[src/rtl/conv_job_scheduler_pkg.sv]
// Shared types and defaults for the convolution job scheduler.
package conv_job_scheduler_pkg;

  localparam int unsigned IMG_W_DEF   = 28;
  localparam int unsigned IMG_H_DEF   = 28;
  localparam int unsigned K_DEF       = 3;
  localparam int unsigned ADDR_W_DEF  = 10;
  localparam int unsigned DATA_W_DEF  = 8;
  localparam int unsigned TIMEOUT_DEF = 64;

  localparam int unsigned STRIDE_W   = 3;
  localparam int unsigned STRIDE_MAX = (1 << STRIDE_W) - 1;

  typedef enum logic [3:0] {
    ST_IDLE,
    ST_CHECK,
    ST_ISSUE,
    ST_WAIT,
    ST_WR1,
    ST_WR2,
    ST_NEXT,
    ST_DONE,
    ST_ERR
  } sched_state_e;

  // A done level held for several cycles must count as one completion.
  function automatic logic done_rise(input logic done, input logic done_q);
    return done & ~done_q;
  endfunction

endpackage

[src/rtl/conv_job_watchdog.sv]
// Cycle watchdog for one engine job: start re-arms from zero, clear disarms.
module conv_job_watchdog
  import conv_job_scheduler_pkg::*;
#(
  parameter int unsigned TIMEOUT = TIMEOUT_DEF
) (
  input  logic i_clk,
  input  logic i_rst,
  input  logic i_start,
  input  logic i_clear,
  output logic o_expired_c
);

  localparam int unsigned CNT_W = $clog2(TIMEOUT + 1);

  logic [CNT_W-1:0] cnt;
  logic             armed;

  // Fires on the TIMEOUT-th waiting cycle after the start cycle.
  assign o_expired_c = armed && (cnt == CNT_W'(TIMEOUT - 1));

  always_ff @(posedge i_clk) begin
    if (i_rst) begin
      cnt   <= '0;
      armed <= 1'b0;
    end else if (i_start) begin
      cnt   <= '0;
      armed <= 1'b1;
    end else if (i_clear) begin
      cnt   <= '0;
      armed <= 1'b0;
    end else if (armed && !o_expired_c) begin
      cnt <= cnt + CNT_W'(1);
    end
  end

endmodule

[src/rtl/conv_job_scheduler.sv]
// Walks a 3x3 convolve engine over an IMG_W x IMG_H map, two outputs per job,
// and writes the returned sums row-major into the result memory.
module conv_job_scheduler
  import conv_job_scheduler_pkg::*;
#(
  parameter int unsigned IMG_W   = IMG_W_DEF,
  parameter int unsigned IMG_H   = IMG_H_DEF,
  parameter int unsigned K       = K_DEF,
  parameter int unsigned ADDR_W  = ADDR_W_DEF,
  parameter int unsigned DATA_W  = DATA_W_DEF,
  parameter int unsigned TIMEOUT = TIMEOUT_DEF
) (
  input  logic                i_clk,
  input  logic                i_rst,
  input  logic                i_cmd_valid,
  output logic                o_cmd_ready,
  input  logic [ADDR_W-1:0]   i_src_base,
  input  logic [ADDR_W-1:0]   i_kern_base,
  input  logic [ADDR_W-1:0]   i_dst_base,
  input  logic [STRIDE_W-1:0] i_stride,
  output logic                o_conv_start,
  output logic [ADDR_W-1:0]   o_conv_src_addr,
  output logic [ADDR_W-1:0]   o_conv_kern_addr,
  output logic [ADDR_W-1:0]   o_conv_dest1,
  output logic [ADDR_W-1:0]   o_conv_dest2,
  output logic [STRIDE_W-1:0] o_conv_stride,
  input  logic [DATA_W-1:0]   i_conv_sum1,
  input  logic [DATA_W-1:0]   i_conv_sum2,
  input  logic                i_conv_done,
  output logic                o_wr_en,
  output logic [ADDR_W-1:0]   o_wr_addr,
  output logic [DATA_W-1:0]   o_wr_data,
  output logic                o_busy,
  output logic                o_done,
  output logic                o_err
);

  localparam int unsigned DIM_MAX = (IMG_W > IMG_H) ? IMG_W : IMG_H;
  localparam int unsigned POS_W   = $clog2(DIM_MAX + 2 * STRIDE_MAX + K + 1);

  sched_state_e state, state_d;

  logic [POS_W-1:0]  col, col_d;
  logic [POS_W-1:0]  row, row_d;
  logic [ADDR_W-1:0] row_base, row_base_d;
  logic [ADDR_W-1:0] row_step, row_step_d;
  logic [ADDR_W-1:0] dptr, dptr_d;
  logic [ADDR_W-1:0] src_base_q, dst_base_q;
  logic [DATA_W-1:0] sum2_q;
  logic              done_q;

  logic accept_c;
  logic done_rise_c;
  logic wd_expired_c;
  logic pair2_c;
  logic row_end_c;
  logic last_row_c;

  assign accept_c    = i_cmd_valid && o_cmd_ready;
  assign done_rise_c = done_rise(i_conv_done, done_q);

  // Window geometry for the job at (row, col).
  assign pair2_c    = (32'(col) + 32'(o_conv_stride) + K) <= IMG_W;
  assign row_end_c  = !pair2_c ||
                      ((32'(col) + 32'(o_conv_stride) + 32'(o_conv_stride) + K) > IMG_W);
  assign last_row_c = (32'(row) + 32'(o_conv_stride) + K) > IMG_H;

  conv_job_watchdog #(
    .TIMEOUT (TIMEOUT)
  ) u_watchdog (
    .i_clk       (i_clk),
    .i_rst       (i_rst),
    .i_start     (state == ST_ISSUE),
    .i_clear     (state != ST_WAIT),
    .o_expired_c (wd_expired_c)
  );

  // Next-state and datapath next values.
  always_comb begin
    state_d    = state;
    col_d      = col;
    row_d      = row;
    row_base_d = row_base;
    row_step_d = row_step;
    dptr_d     = dptr;

    case (state)
      ST_IDLE: begin
        if (accept_c) state_d = ST_CHECK;
      end
      ST_CHECK: begin
        col_d      = '0;
        row_d      = '0;
        row_base_d = src_base_q;
        row_step_d = ADDR_W'(32'(o_conv_stride) * IMG_W);
        dptr_d     = dst_base_q;
        if (o_conv_stride == '0) state_d = ST_ERR;
        else if (!i_conv_done)   state_d = ST_ISSUE;
      end
      ST_ISSUE: begin
        state_d = ST_WAIT;
      end
      ST_WAIT: begin
        if (done_rise_c) begin
          state_d = ST_WR1;
          dptr_d  = dptr + ADDR_W'(1);
        end else if (wd_expired_c) begin
          state_d = ST_ERR;
        end
      end
      ST_WR1: begin
        if (pair2_c) begin
          state_d = ST_WR2;
          dptr_d  = dptr + ADDR_W'(1);
        end else begin
          state_d = ST_NEXT;
        end
      end
      ST_WR2: begin
        state_d = ST_NEXT;
      end
      ST_NEXT: begin
        // Position only advances on the cycle the next job is actually issued.
        if (row_end_c && last_row_c) begin
          state_d = ST_DONE;
        end else if (!i_conv_done) begin
          state_d = ST_ISSUE;
          if (row_end_c) begin
            col_d      = '0;
            row_d      = POS_W'(32'(row) + 32'(o_conv_stride));
            row_base_d = row_base + row_step;
          end else begin
            col_d = POS_W'(32'(col) + 32'(o_conv_stride) + 32'(o_conv_stride));
          end
        end
      end
      ST_DONE: state_d = ST_IDLE;
      ST_ERR:  state_d = ST_IDLE;
      default: state_d = ST_IDLE;
    endcase
  end

  // State, datapath and registered outputs.
  always_ff @(posedge i_clk) begin
    if (i_rst) begin
      state            <= ST_IDLE;
      col              <= '0;
      row              <= '0;
      row_base         <= '0;
      row_step         <= '0;
      dptr             <= '0;
      src_base_q       <= '0;
      dst_base_q       <= '0;
      sum2_q           <= '0;
      done_q           <= 1'b0;
      o_cmd_ready      <= 1'b1;
      o_conv_start     <= 1'b0;
      o_conv_src_addr  <= '0;
      o_conv_kern_addr <= '0;
      o_conv_dest1     <= '0;
      o_conv_dest2     <= '0;
      o_conv_stride    <= '0;
      o_wr_en          <= 1'b0;
      o_wr_addr        <= '0;
      o_wr_data        <= '0;
      o_busy           <= 1'b0;
      o_done           <= 1'b0;
      o_err            <= 1'b0;
    end else begin
      state    <= state_d;
      col      <= col_d;
      row      <= row_d;
      row_base <= row_base_d;
      row_step <= row_step_d;
      dptr     <= dptr_d;
      done_q   <= i_conv_done;

      if (accept_c) begin
        src_base_q       <= i_src_base;
        dst_base_q       <= i_dst_base;
        o_conv_kern_addr <= i_kern_base;
        o_conv_stride    <= i_stride;
      end

      o_cmd_ready  <= (state_d == ST_IDLE);
      o_busy       <= (state_d != ST_IDLE);
      o_conv_start <= (state_d == ST_ISSUE);
      o_wr_en      <= (state_d == ST_WR1) || (state_d == ST_WR2);
      o_done       <= (state_d == ST_DONE) || (state_d == ST_ERR);
      o_err        <= (state_d == ST_ERR);

      if (state_d == ST_ISSUE) begin
        o_conv_src_addr <= row_base_d + ADDR_W'(col_d);
        o_conv_dest1    <= dptr_d;
        o_conv_dest2    <= dptr_d + ADDR_W'(1);
      end

      // Sums are captured on the done edge; sum2 is held for the second write.
      if (state_d == ST_WR1) begin
        o_wr_addr <= dptr;
        o_wr_data <= i_conv_sum1;
        sum2_q    <= i_conv_sum2;
      end
      if (state_d == ST_WR2) begin
        o_wr_addr <= dptr;
        o_wr_data <= sum2_q;
      end
    end
  end

endmodule

[config.mk]
export PLATFORM = sky130hd
export DESIGN_NAME = conv_job_scheduler
export DESIGN_NICKNAME = d
export VERILOG_FILES = /design/src/rtl/conv_job_scheduler_pkg.sv /design/src/rtl/conv_job_watchdog.sv /design/src/rtl/conv_job_scheduler.sv
export SDC_FILE = /design/constraint.sdc
export NUM_CORES = 1
export LEC_CHECK = 0
export ABC_AREA = 1
export CAP_MARGIN = 20
export CORE_MARGIN = 4
export CORE_UTILIZATION = 45
export DETAILED_ROUTE_END_ITERATION = 6
export DONT_BUFFER_PORTS = 1
export PLACE_DENSITY = 0.7
export SYNTH_ARGS = -nofsm -noshare
export SYNTH_HDL_FRONTEND = slang
export SYNTH_HIERARCHICAL = 1
export SYNTH_SLANG_ARGS = --single-unit
[constraint.sdc]
create_clock -name i_clk -period 6.1 [get_ports i_clk]
set_clock_uncertainty 0.05 [all_clocks]
set_input_delay 0.305 -clock i_clk [delete_from_list [all_inputs] [get_ports i_clk]]
set_output_delay 0.305 -clock i_clk [all_outputs]
set_load 0.005 [all_outputs]
==> impl_metrics.prom <==
# TYPE chip_impl_metric gauge
chip_impl_info{name="run_status",value="finished clean"} 1
chip_impl_metric{name="dp_worst_setup_slack",unit="ns"} 0.9535
chip_impl_metric{name="path_clk_slew",unit="ns"} 0.06
chip_impl_metric{name="worstPathRequired",unit="ns"} 6.37
chip_impl_metric{name="drt_pre_antenna_iters",unit=""} 5
chip_impl_metric{name="grt_overflow",unit=""} 0
chip_impl_metric{name="areaGrowthSynthToFinish",unit="%"} 15.18
chip_impl_info{name="clock_tree_from_tritoncts",value="done"} 1
chip_impl_metric{name="drive_gt1_frac",unit=""} 0.08649
chip_impl_metric{name="syn_nets",unit=""} 1165
chip_impl_metric{name="post_synth.cell_area_avg",unit="um2"} 7.083
chip_impl_metric{name="warning_count_from_the_yosys_run",unit=""} 6
chip_impl_metric{name="htreeDepth",unit=""} 4
chip_impl_metric{name="number_of_clock_buffers_inserted_by_tritoncts",unit=""} 17
chip_impl_metric{name="synthDistinctLibCells",unit=""} 47
chip_impl_info{name="most_frequent_standard_cell_in_the_layout_excluding_fill_and_tap_cells",value="sky130_fd_sc_hd__nand2_1"} 1
chip_impl_metric{name="footprint_of_the_flip_flops_and_latches",unit="um2"} 2923
chip_impl_metric{name="syn-instance-count",unit=""} 1074
chip_impl_metric{name="power_density",unit="nW/um2"} 305.1
chip_impl_metric{name="finalSetupViolCount",unit=""} 0
chip_impl_metric{name="worst_path_largest_cell_delay",unit="ns"} 0.69
chip_impl_info{name="highest_count_cells_in_the_layout_ignoring_fill_and_taps",value="200 x sky130_fd_sc_hd__nand2_1, 181 x sky130_fd_sc_hd__nor2_1, 146 x sky130_fd_sc_hd__dfxtp_1, 102 x sky130_fd_sc_hd__inv_1, 80 x sky130_fd_sc_hd__o21ai_0"} 1
chip_impl_metric{name="total_wirelength_of_the_detailed_routed_design",unit="um"} 20640
chip_impl_metric{name="number_of_antenna_violations_at_the_first_check_in_global_routing",unit=""} 1
chip_impl_metric{name="worst_skew_pair.late_latency",unit="ns"} 0.43
chip_impl_metric{name="n_antenna_cell",unit=""} 0
chip_impl_metric{name="netSwitchingFraction",unit=""} 0.2914
chip_impl_metric{name="timing_hold_violations_final",unit=""} 0
chip_impl_metric{name="max-clock-path-buffers",unit=""} 2
chip_impl_metric{name="cell_internal_pwr",unit="W"} 0.001894
chip_impl_metric{name="die_h",unit="um"} 138.0
chip_impl_metric{name="gp_routability_congestion",unit=""} 0.9293
chip_impl_metric{name="port_buffers",unit=""} 0
chip_impl_metric{name="fp.dieW",unit="um"} 138.0
chip_impl_metric{name="setup_slack",unit="ns"} 0.8344
chip_impl_metric{name="rows",unit=""} 47
chip_impl_info{name="critPathLaunchType",value="flop"} 1
chip_impl_info{name="critical_path.reg2reg.startpoint",value="o_conv_stride[1]"} 1
chip_impl_metric{name="starting_density_of_the_core",unit=""} 0.4587
chip_impl_metric{name="post_drt_via_cell_ratio",unit=""} 5.250
chip_impl_metric{name="comb_power_share",unit=""} 0.177
chip_impl_metric{name="drv_slew",unit=""} 0
chip_impl_metric{name="power.leakage",unit="nW"} 3.915
chip_impl_metric{name="power.sequential.fraction",unit=""} 0.415
chip_impl_metric{name="ys_ff_latch",unit=""} 146
chip_impl_metric{name="place.detailed.hpwl",unit="um"} 14340
chip_impl_metric{name="numClockSinks",unit=""} 146
chip_impl_metric{name="top_level_ports",unit=""} 120
chip_impl_info{name="hold_path.class",value="input port to flop"} 1
chip_impl_info{name="timing.critical_path.mode_cell",value="sky130_fd_sc_hd__nand2_1"} 1
chip_impl_metric{name="worst_pin_slew",unit="ns"} 0.7418
chip_impl_metric{name="drt-initial-drc-count",unit=""} 552
chip_impl_metric{name="grt_first_pass_wirelength",unit="um"} 33280
chip_impl_metric{name="timing.setup.tns",unit="ns"} 0
chip_impl_metric{name="grt_start_max_net_pins",unit=""} 84
chip_impl_metric{name="maxClockFrequency",unit="MHz"} 189.9
chip_impl_metric{name="design.core.area",unit="um2"} 16580
chip_impl_info{name="crit_slowest_cell",value="sky130_fd_sc_hd__dfxtp_1"} 1
chip_impl_info{name="synth-main-ff-cell",value="sky130_fd_sc_hd__dfxtp_1"} 1
chip_impl_metric{name="final_nets",unit=""} 1188
chip_impl_info{name="timing.critical_path.from",value="o_conv_stride[1]"} 1
chip_impl_metric{name="post-route-period-util",unit=""} 0.8632
chip_impl_metric{name="fp.dieArea",unit="um2"} 19050
chip_impl_info{name="cts_root_buffer",value="sky130_fd_sc_hd__clkbuf_16"} 1
chip_impl_info{name="path_class",value="flop to flop"} 1
chip_impl_metric{name="power.clock.fraction",unit=""} 0.408
chip_impl_metric{name="total_power",unit="W"} 0.002673
chip_impl_metric{name="vias",unit=""} 6982
chip_impl_metric{name="post_cts_resized",unit=""} 0
chip_impl_metric{name="worstPathArrival",unit="ns"} 5.53
chip_impl_metric{name="n_fill_cell",unit=""} 1621
chip_impl_metric{name="routed_wirelength_normalized_by_instance_count",unit="um"} 15.52
chip_impl_metric{name="reg2reg_setup_slack",unit="ns"} 0.83
chip_impl_info{name="timing.critical_path.to_type",value="flop"} 1
chip_impl_metric{name="drc",unit=""} 0
chip_impl_metric{name="worst_rel_slew_slack",unit=""} 0.5055
chip_impl_metric{name="grt.total_usage",unit=""} 0.2126
chip_impl_info{name="grt_setup_unrepaired",value="false"} 1
chip_impl_metric{name="asyncSetResetFlopFracSynth",unit=""} 0
chip_impl_metric{name="ant_nets",unit=""} 0
chip_impl_metric{name="mappedNetlistArea",unit="um2"} 7607
chip_impl_metric{name="multi_input_area",unit="um2"} 4028
chip_impl_metric{name="max_cap_violations",unit=""} 0
chip_impl_info{name="min-delay-start",value="i_kern_base[7]"} 1
chip_impl_metric{name="synth_sequential_area_ratio",unit=""} 0.3842
chip_impl_metric{name="power.net_switching",unit="W"} 0.0007788
chip_impl_metric{name="synth_edf_count",unit=""} 0
chip_impl_metric{name="final_period_minus_worst_setup_slack",unit="ns"} 5.266
chip_impl_metric{name="vdd_ir_drop_max",unit="mV"} 0.2099
chip_impl_metric{name="grt_pass1_vias",unit=""} 6464
chip_impl_metric{name="critPathMaxFanout",unit=""} 11
==> final timing paths <==
path / end / cells past startpoint
min: o_conv_kern_addr[7] / 2
max reg2reg: o_conv_src_addr[8] / 31
max: o_conv_src_addr[8] / 31
min reg2reg: sum2_q[7] / 2
==> layer usage <==
| metal | routed length, um | vias up | track usage |
|---|---|---|---|
| met5 | 8 | - | 0 |
| met4 | 430 | 2 | 0.07280 |
| met3 | 1756 | 30 | 0.06492 |
| met2 | 9080 | 252 | 0.3225 |
| met1 | 9366 | 3163 | 0.2890 |
| li1 | - | 3535 | - |
==> synthesized netlist by cell type (20+ instances only) <==
library cell                 n  area [um2]
sky130_fd_sc_hd__ha_1       30       375.4
sky130_fd_sc_hd__o21ai_0    80       400.4
sky130_fd_sc_hd__dfxtp_1   146        2923
sky130_fd_sc_hd__inv_1     103       386.6
sky130_fd_sc_hd__nor2_1    181       679.4
sky130_fd_sc_hd__inv_2      20       75.07
sky130_fd_sc_hd__clkbuf_1   24       90.09
sky130_fd_sc_hd__a21oi_1    66       330.3
sky130_fd_sc_hd__nand3_1    60       300.3
sky130_fd_sc_hd__nand2_1   200       750.7
==> timing repair <==
item / 4_1_cts / 5_1_grt
endpoints found under the hold margin: 78 / 0
hold buffers: 31 / 0
setup buffers: 0 / 0
==> cell families after synthesis <==
logic type	count (synthesis)	synth area share
mux	1	0.001316
fa+ha+maj	38	0.07039
buf+inv	163	0.08635
compound gates	203	0.1493
simple gates	501	0.2831
flops	146	0.3842
xor+xnor	22	0.02533
==> final cells by class <==
| class | count | area share |
|---|---|---|
| flip-flops and latches | 146 | 0.3336 |
| multi-input cells | 765 | 0.4597 |
| clock buffers | 23 | 0.05683 |
| repair buffers | 38 | 0.04798 |
| inverters | 129 | 0.05612 |
| clock inverters | 9 | 0.01442 |
| well taps | 220 | 0.03142 |
==> sequential cells by signal (all words and copies together) (netlist names), 3 cells and up <==
signal            count
dptr                 10
dst_base_q           10
o_conv_dest1         10
o_conv_dest2         10
o_conv_kern_addr     10
o_conv_src_addr      10
o_wr_addr            10
row_base             10
src_base_q           10
o_wr_data             8
sum2_q                8
u_watchdog/cnt        7
col                   6
row                   6
row_step              6
state                 4
o_conv_stride         3
==> metrics by stage <==
step,hold WS [ns],area [um2],instances,util
global route,0.01738,8762,1330,0.5284
global placement,0.3421,7755,1265,0.4676
floorplan,0.3274,7607,1074,-
CTS,0.002357,8707,1328,0.5250
detailed placement,0.3479,7755,1265,0.4676
finish,0.008958,8762,1330,0.5284
==> power by group through the flow <==
stage | registers [W] | logic, W | clock network (W)
2_1_floorplan | 0.00111 | 0.000340 | 0
3_3_place_gp | 0.00113 | 0.000425 | 0
3_5_place_dp | 0.00113 | 0.000431 | 0
4_1_cts | 0.00111 | 0.000460 | 0.00111
5_1_grt | 0.00112 | 0.000537 | 0.00115
6_report | 0.00111 | 0.000472 | 0.00109
==> worst max-delay path, delay by kind of cell (launching register included) <==
kind                       cells  cell delay, ns
AOI/OAI and AO/OA              6            1.13
buffers and inverters          6            0.54
adders and majority gates      3            1.27
DFF                            1            0.69
and+or+nand+nor               16            1.45
(Power assumes the default switching activity.)
